==> config.mk <==
export PLATFORM = sky130hd
export DESIGN_NAME = iir_direct_form_i
export DESIGN_NICKNAME = d
export VERILOG_FILES = /design/src/rtl/iir_pkg.sv /design/src/rtl/iir_delay_line.sv /design/src/rtl/iir_direct_form_i.sv
export SDC_FILE = /design/constraint.sdc
export NUM_CORES = 2
export LEC_CHECK = 0
export BUFFER_PORTS_ARGS = -buffer_cell sky130_fd_sc_hd__clkbuf_2
export CORE_MARGIN = 2
export CORE_UTILIZATION = 60
export DETAILED_ROUTE_END_ITERATION = 8
export HOLD_SLACK_MARGIN = 0.05
export PLACE_DENSITY = 0.73
export SLEW_MARGIN = 10
export SYNTH_ARGS = -nofsm -noshare
export SYNTH_HDL_FRONTEND = slang
export SYNTH_SLANG_ARGS = --single-unit
export TNS_END_PERCENT = 50
==> constraint.sdc <==
create_clock -name clk -period 16.52 [get_ports clk]
set_input_delay 4.956 -clock clk [delete_from_list [all_inputs] [get_ports clk]]
set_output_delay 4.956 -clock clk [all_outputs]
set_load 0.02 [all_outputs]
==> src/rtl/iir_pkg.sv <==
// Shared helpers for the Direct Form I IIR filter: ceiling log2,
// accumulator sizing and signed saturation.
package iir_pkg;

  // Width of the working value used by the saturation helper
  localparam int unsigned SAT_W = 64;

  // Ceiling log2, returns 0 for v <= 1
  function automatic int unsigned clog2(input int unsigned v);
    int unsigned r;
    r = 0;
    while ((64'd1 << r) < 64'(v)) r = r + 1;
    return r;
  endfunction

  // Accumulator width large enough that 2M+1 full-scale products never overflow
  function automatic int unsigned acc_width(input int unsigned m,
                                            input int unsigned input_width,
                                            input int unsigned precision,
                                            input int unsigned coeff_width);
    int unsigned wmax;
    wmax = (input_width > precision) ? input_width : precision;
    return wmax + coeff_width + clog2(2 * m + 1);
  endfunction

  // Clamp a signed value to the range of a signed 'width'-bit number
  function automatic logic signed [SAT_W-1:0] sat(input logic signed [SAT_W-1:0] value,
                                                  input int unsigned width);
    logic signed [SAT_W-1:0] hi;
    logic signed [SAT_W-1:0] lo;
    hi = (64'sd1 <<< (width - 1)) - 64'sd1;
    lo = -(64'sd1 <<< (width - 1));
    if (value > hi) return hi;
    if (value < lo) return lo;
    return value;
  endfunction

endpackage

==> src/rtl/iir_delay_line.sv <==
// Tapped shift register with synchronous active-high clear.
// Ports:
//   i_clk  - clock, rising edge
//   i_clr  - synchronous clear of every tap
//   i_d    - value shifted in each clock
//   o_taps - o_taps[0] is the newest stored value, o_taps[DEPTH-1] the oldest
module iir_delay_line #(
  parameter int unsigned WIDTH = 16,
  parameter int unsigned DEPTH = 2
) (
  input  logic                         i_clk,
  input  logic                         i_clr,
  input  logic [WIDTH-1:0]             i_d,
  output logic [DEPTH-1:0][WIDTH-1:0]  o_taps
);

  logic [DEPTH-1:0][WIDTH-1:0] r_taps;

  // Shift one position per clock; loop form also covers DEPTH == 1
  always_ff @(posedge i_clk) begin
    if (i_clr) begin
      r_taps <= '0;
    end else begin
      r_taps[0] <= i_d;
      for (int unsigned i = 1; i < DEPTH; i++) begin
        r_taps[i] <= r_taps[i-1];
      end
    end
  end

  assign o_taps = r_taps;

endmodule

==> src/rtl/iir_direct_form_i.sv <==
// M-th order Direct Form I IIR filter, one signed sample per clock.
// y[n] = sat((sum b[k]*x[n-k] + sum a_n[k]*y[n-k]) >>> Q), feedback uses the
// PRECISION-bit saturated state.
// Ports:
//   clk             - clock, rising edge
//   rst             - synchronous active-high reset, clears all history and y
//   x               - signed input sample, accepted every clock
//   packed_a_coeffs - pre-negated feedback coefficients a_n[1..M], a_n[1] in LSBs
//   packed_b_coeffs - feed-forward coefficients b[0..M], b[0] in LSBs
//   y               - registered signed output
module iir_direct_form_i
  import iir_pkg::*;
#(
  parameter int unsigned M            = 2,
  parameter int unsigned INPUT_WIDTH  = 12,
  parameter int unsigned OUTPUT_WIDTH = 16,
  parameter int unsigned PRECISION    = 16,
  parameter int unsigned COEFF_WIDTH  = 16,
  parameter int unsigned Q            = 14
) (
  input  logic                              clk,
  input  logic                              rst,
  input  logic signed [INPUT_WIDTH-1:0]     x,
  input  logic [M*COEFF_WIDTH-1:0]          packed_a_coeffs,
  input  logic [(M+1)*COEFF_WIDTH-1:0]      packed_b_coeffs,
  output logic signed [OUTPUT_WIDTH-1:0]    y
);

  localparam int unsigned ACC_W = acc_width(M, INPUT_WIDTH, PRECISION, COEFF_WIDTH);

  logic signed [COEFF_WIDTH-1:0]       w_b [M+1];
  logic signed [COEFF_WIDTH-1:0]       w_a [M];
  logic [M-1:0][INPUT_WIDTH-1:0]       w_x_taps;
  logic [M-1:0][PRECISION-1:0]         w_y_taps;
  logic signed [ACC_W-1:0]             w_acc;
  logic signed [ACC_W-1:0]             w_shifted;
  logic signed [PRECISION-1:0]         w_y_state;
  logic signed [OUTPUT_WIDTH-1:0]      w_y_out;
  logic signed [OUTPUT_WIDTH-1:0]      r_y;

  // Coefficient unpack; w_a[k-1] holds a_n[k]
  always_comb begin : coeff_unpack
    for (int unsigned k = 0; k <= M; k++) begin
      w_b[k] = signed'(packed_b_coeffs[k*COEFF_WIDTH +: COEFF_WIDTH]);
    end
    for (int unsigned k = 0; k < M; k++) begin
      w_a[k] = signed'(packed_a_coeffs[k*COEFF_WIDTH +: COEFF_WIDTH]);
    end
  end

  // Single-cycle multiply-accumulate; feedback must close within one clock
  always_comb begin : mac
    w_acc = ACC_W'(w_b[0]) * ACC_W'(x);
    for (int unsigned k = 1; k <= M; k++) begin
      w_acc = w_acc
            + ACC_W'(w_b[k])   * ACC_W'(signed'(w_x_taps[k-1]))
            + ACC_W'(w_a[k-1]) * ACC_W'(signed'(w_y_taps[k-1]));
    end
  end

  // Floor-rounding scale then clamp to the internal state width
  assign w_shifted = w_acc >>> Q;
  assign w_y_state = PRECISION'(sat(SAT_W'(w_shifted), PRECISION));

  // Map internal state onto the output width
  if (OUTPUT_WIDTH >= PRECISION) begin : g_out_ext
    assign w_y_out = OUTPUT_WIDTH'(w_y_state);
  end else begin : g_out_sat
    assign w_y_out = OUTPUT_WIDTH'(sat(SAT_W'(w_y_state), OUTPUT_WIDTH));
  end

  // Input history x[n-1..n-M]
  iir_delay_line #(
    .WIDTH (INPUT_WIDTH),
    .DEPTH (M)
  ) u_x_line (
    .i_clk  (clk),
    .i_clr  (rst),
    .i_d    (x),
    .o_taps (w_x_taps)
  );

  // Output-state history y_state[n-1..n-M]
  iir_delay_line #(
    .WIDTH (PRECISION),
    .DEPTH (M)
  ) u_y_line (
    .i_clk  (clk),
    .i_clr  (rst),
    .i_d    (w_y_state),
    .o_taps (w_y_taps)
  );

  // Output register
  always_ff @(posedge clk) begin
    if (rst) begin
      r_y <= '0;
    end else begin
      r_y <= w_y_out;
    end
  end

  assign y = r_y;

endmodule

Word-level counts from Yosys, hierarchy flattened

Cells that the tools add are included.

Input port bits: 94
Register bits: 56
Output and inout bits: 16
Word-level logic and storage cells: 22

Multiplexer cells: 7
$lt $le $gt $ge: 2
Multipliers: 5
$add $sub $neg: 4

Operators by type and width:

| operator             | number |
|---|---|
| $mul 16x12->28       | 3 |
| $mul 16x16->32       | 2 |
| $mux 16              | 4 |
| $add 34x32->35       | 1 |
| $add 33x28->34       | 1 |
| $add 29x32->33       | 1 |
| $add 28x28->29       | 1 |
| $gt 21x16->1 const B | 1 |
| $lt 21x16->1 const B | 1 |
| $mux 1               | 3 |

Logic depth before layout (Yosys ltp)

Depth in word-level cells: 10
Depth in mapped cells: 33
Mapped depth without buffers: 30

By module

A second synthesis with hierarchy kept.

Cells, all modules: 4,681
Area, all modules: 45,952.8 um2

By module, submodules not included:

| module                    | cells an instance | seq. area each (um2) | area an instance (um2) | times used |
|---|---|---|---|---|
| iir_direct_form_i         | 4,564             | 320.3                | 44,396.3               | 1 |
| iir_delay_line (u_y_line) | 67                | 640.6                | 863.3                  | 1 |
| iir_delay_line (u_x_line) | 50                | 480.5                | 693.2                  | 1 |

Worst setup path before layout

No wires, ideal clock.

Path type: input to register
Start: input port packed_b_coeffs[47]
End: register r_y[12], in the netlist y[12]
Path buffers: 2
Arrival: 13.124 ns
Slack: 3.278 ns
Setup time: 0.119 ns
Data required time: 16.401 ns
Cell stages on the path: 30
Path through: clkbuf_1 nand2_1 inv_1 fa_1 inv_1 fa_1 inv_1 fa_1 fa_1 inv_1 fa_1 fa_1 inv_1 fa_1 fa_1 fa_1 inv_1 fa_1 inv_1 ha_1 a211oi_1 nor2_1 o311ai_0 a21oi_1 a211oi_2 o21ai_0 xor2_1 o311ai_4 buf_6 o21ai_1

Cells in the longest elaborated chain, start to end: 8
Elaborated cells on any way between the ends: 11
Classes of those cells: 2 x add/sub; 1 x mul; 2 x order compare; 6 x mux

Ends and longest elaborated chain:

| element                | line                    | text |
|---|---|---|
| start: declaration     | iir_direct_form_i.sv:25 | `input logic [(M+1)*COEFF_WIDTH-1:0] packed_b_coeffs,` |
| $mul 16x12->28 *       | iir_direct_form_i.sv:56 | `+ ACC_W'(w_b[k]) * ACC_W'(signed'(w_x_taps[k-1]))` |
| $add 33x28->34 *       | iir_direct_form_i.sv:56 |  |
| $add 34x32->35 *       | iir_direct_form_i.sv:57 | `+ ACC_W'(w_a[k-1]) * ACC_W'(signed'(w_y_taps[k-1]));` |
| $lt 21x16->1           | iir_pkg.sv:34           | `if (value < lo) return lo;` |
| $mux 1 (2 in a row)    | iir_pkg.sv:34           |  |
| $mux 16                | iir_pkg.sv:35           | `return value;` |
| $mux 16 *              | iir_pkg.sv:34           |  |
| end signal: assignment | iir_direct_form_i.sv:99 | `r_y <= w_y_out;` |
| end: declaration       | iir_direct_form_i.sv:39 | `logic signed [OUTPUT_WIDTH-1:0] r_y;` |

Every way passes the cells marked *; elsewhere a longest branch is shown, timed or not. The select of a mux whose other input is x is not followed.
A chain may end at the register's enable or synchronous reset.

Worst setup path after layout

Start: input port packed_b_coeffs[47]
End: register r_y[14], in the netlist y[14]

The elaborated chain is that of the path after synthesis.

==> metrics.yaml <==
status:
  outcome: "finished clean"
timing:
  fin_skew_ps: 10.5
  clock.fmax_mhz: 70.8
  rsz0062_at_grt: "false"
  slew_viol_final: 0
  hold_viol: 0
  setup_viol: 0
  finalCriticalPeriod_ps: 14130
  slew_headroom_pct: 31.5
  worstMarginPinSlew_ps: 1030
  final.period_utilization_pct: 85.6
  setup_tns_ps: 0
worst_setup_path:
  cp_max_fo: 15
  timing.critical_path.mode_cell: "fa_1"
  path_class: "in -> reg"
  timing.rr.end: "y[14]$_SDFF_PP0_"
  required_ps: 16680
  reg2reg_slack_ps: 6460
  reg2regPathDepth: 25
  cp.arrival_ps: 14290
  cp-start-kind: "input port"
  slowest_delay_ps: 990
  endpoint_kind: "flop"
  critPathSlowestCell: "fa_1"
  r2r_start: "u_x_line.o_taps[1]$_SDFF_PP0_"
global_routing:
  grt_overflow: 0
  grt_usage_pct: 29.7
  antenna_found_initial: 3
  grt_max_degree: 43
  grt_pass1_wl_mm: 176
  grt_pass1_vias: 33100
clocking:
  cts_resized: 0
  cts.root.buffer_cell: "clkbuf_16"
  cts_tree: "yes"
  insertion_delay_ps: 310
  cts_sinks: 56
  clockBufferDepth: 2
  cts-buffers-inserted: 5
  clkTransAtPathRegs_ps: 80
  htreeDepth: 2
  hold_buffers: 0
  cts_setup_buffers: 0
logic_synthesis:
  synthArstFlopShare_pct: 0
  syn_area_per_cell_sq_um: 9.75
  syn_inst: 4612
  synth_seq_cells: 56
  ys_types: 53
  yosysMostFrequentCell: "inv_1"
  synth_ff_type: "dfxtp_1"
  yosysSeqAreaShare_pct: 2.49
  ys_warn_count: 0
  syn-cell-area_sq_um: 45000
  syn-num-nets: 6318
  yosysTopAreaCell: "fa_1"
  synth-edff-count: 0
  synth_top_area_share_pct: 61.0
  ys_top_cells_by_area: "fa_1, inv_1, and2_1"
  synthTopCellsByCount: "inv_1, fa_1, and2_1"
detailed_routing:
  drt_pass1_iterations: 5
  vias: 29000
  via_per_inst: 5.24
  drc: 0
  wirelength_mm: 106
  ant_nets: 0
  drt_iter0_drc: 1544
  wl_per_cell_um: 19.1
floorplan:
  dieArea_sq_um: 77200
  initial_core_util_pct: 60.5
  die_x_um: 278
  io_pins: 110
  num_rows: 100
  core_area_sq_um: 74300
  die_y_um: 278
finish:
  fin_nets: 6261
  areaGrowthSynthToFinish_pct: 2.72
  layout-drive-gt1-share_pct: 3.20
min_path:
  hold_depth: 1
  hp-start: "y[13]$_SDFF_PP0_"
  holdPathEnd: "u_y_line.o_taps[29]$_SDFF_PP0_"
  min_path_type: "reg -> reg"
placed_design:
  hpwl_mm: 94.6
  io_buffers: 109
  globalplace.congestion: 0.932
job:
  cap_violations: 0
registers in the layout, summed over array words and instances, names as in the netlist:
| signal | cells |
|---|---|
| y | 16 |
| u_x_line.o_taps | 24 |
| u_y_line.o_taps | 16 |
cell usage in the layout, fill, tap and decap left out, types with 2 or more instances in the layout:
master / count
nand4_1: 6
a21o_1: 10
ha_1: 241
o211ai_1: 2
o21bai_1: 3
nor4_1: 2
o22ai_1: 2
nand2_1: 462
diode_2: 3
nand2b_1: 27
fa_1: 1371
nor2b_1: 69
clkbuf_16: 5
buf_4: 11
a21oi_1: 26
dfxtp_1: 56
xor2_1: 11
and2_1: 565
nand3_1: 11
o221ai_1: 2
inv_1: 1434
o21ai_0: 15
o21ai_1: 4
o21ai_2: 6
xnor2_1: 31
nor2_1: 41
nor3_1: 4
clkbuf_2: 109
a211oi_1: 2
a211oi_2: 2
routing by layer:
| layer | GRT usage [%] | routed length (um) |
|---|---|---|
| met1 | 37.2 | 38800 |
| met2 | 53.1 | 55900 |
| met3 | 1.94 | 4770 |
| met4 | 13.9 | 6070 |
| met5 | 0 | 0 |
stage by stage:
step | util (%) | setup slack [ps] | hold WS, ps | cells | area [sq um]
detailed placement | 62.0 | 2240 | 621 | 5517 | 46100
global placement | 62.0 | 2380 | 630 | 5517 | 46100
floorplan | - | 3280 | 495 | 4612 | 45000
CTS | 62.2 | 2500 | 636 | 5525 | 46200
global route | 62.2 | 1880 | 648 | 5528 | 46200
finish | 62.2 | 2390 | 640 | 5528 | 46200
worst max-delay path, delay by kind of cell:
| kind | cells | cell delay (ps) |
|---|---|---|
| buf+inv | 8 | 850 |
| xor+xnor | 1 | 220 |
| compound gates | 7 | 2200 |
| fa+ha+maj | 11 | 5770 |
| simple gates | 2 | 260 |
how the worst max path moves through the flow:
stage	end	cells after the start	slack, ps	start
after floorplan	y[12]$_SDFF_PP0_	30	3280	packed_b_coeffs[47]
after global placement	y[1]$_SDFF_PP0_	29	2380	packed_b_coeffs[47]
after detailed placement	y[1]$_SDFF_PP0_	29	2240	packed_b_coeffs[47]
after CTS	y[1]$_SDFF_PP0_	29	2500	packed_b_coeffs[47]
after global routing	y[14]$_SDFF_PP0_	29	1880	packed_b_coeffs[47]
final	y[14]$_SDFF_PP0_	29	2390	packed_b_coeffs[47]
kinds of logic after synthesis:
family                   count (synthesis)  share of synthesized area (%)
buffers and inverters                 1618                           13.7
adder cells (fa/ha/maj)               1612                           67.7
AND/OR/NAND/NOR                       1189                           13.7
AO/OA/AOI/OAI                           94                           1.58
flip-flops                              56                           2.49
XOR/XNOR                                42                          0.818
multiplexers                             1                         0.0250
layout make-up:
cell class	count	area [sq um]
multi-input cells	2938	37700
flip-flops and latches	56	1120
clock inverters	3	21.3
fillers	6281	28100
clock buffers	5	125
inverters	1434	5380
well taps	969	1210
diodes	3	7.51
repair buffers	120	628
Power is not shown: default switching activity piles up to over one toggle a cycle in this logic, so the estimate is an artifact.
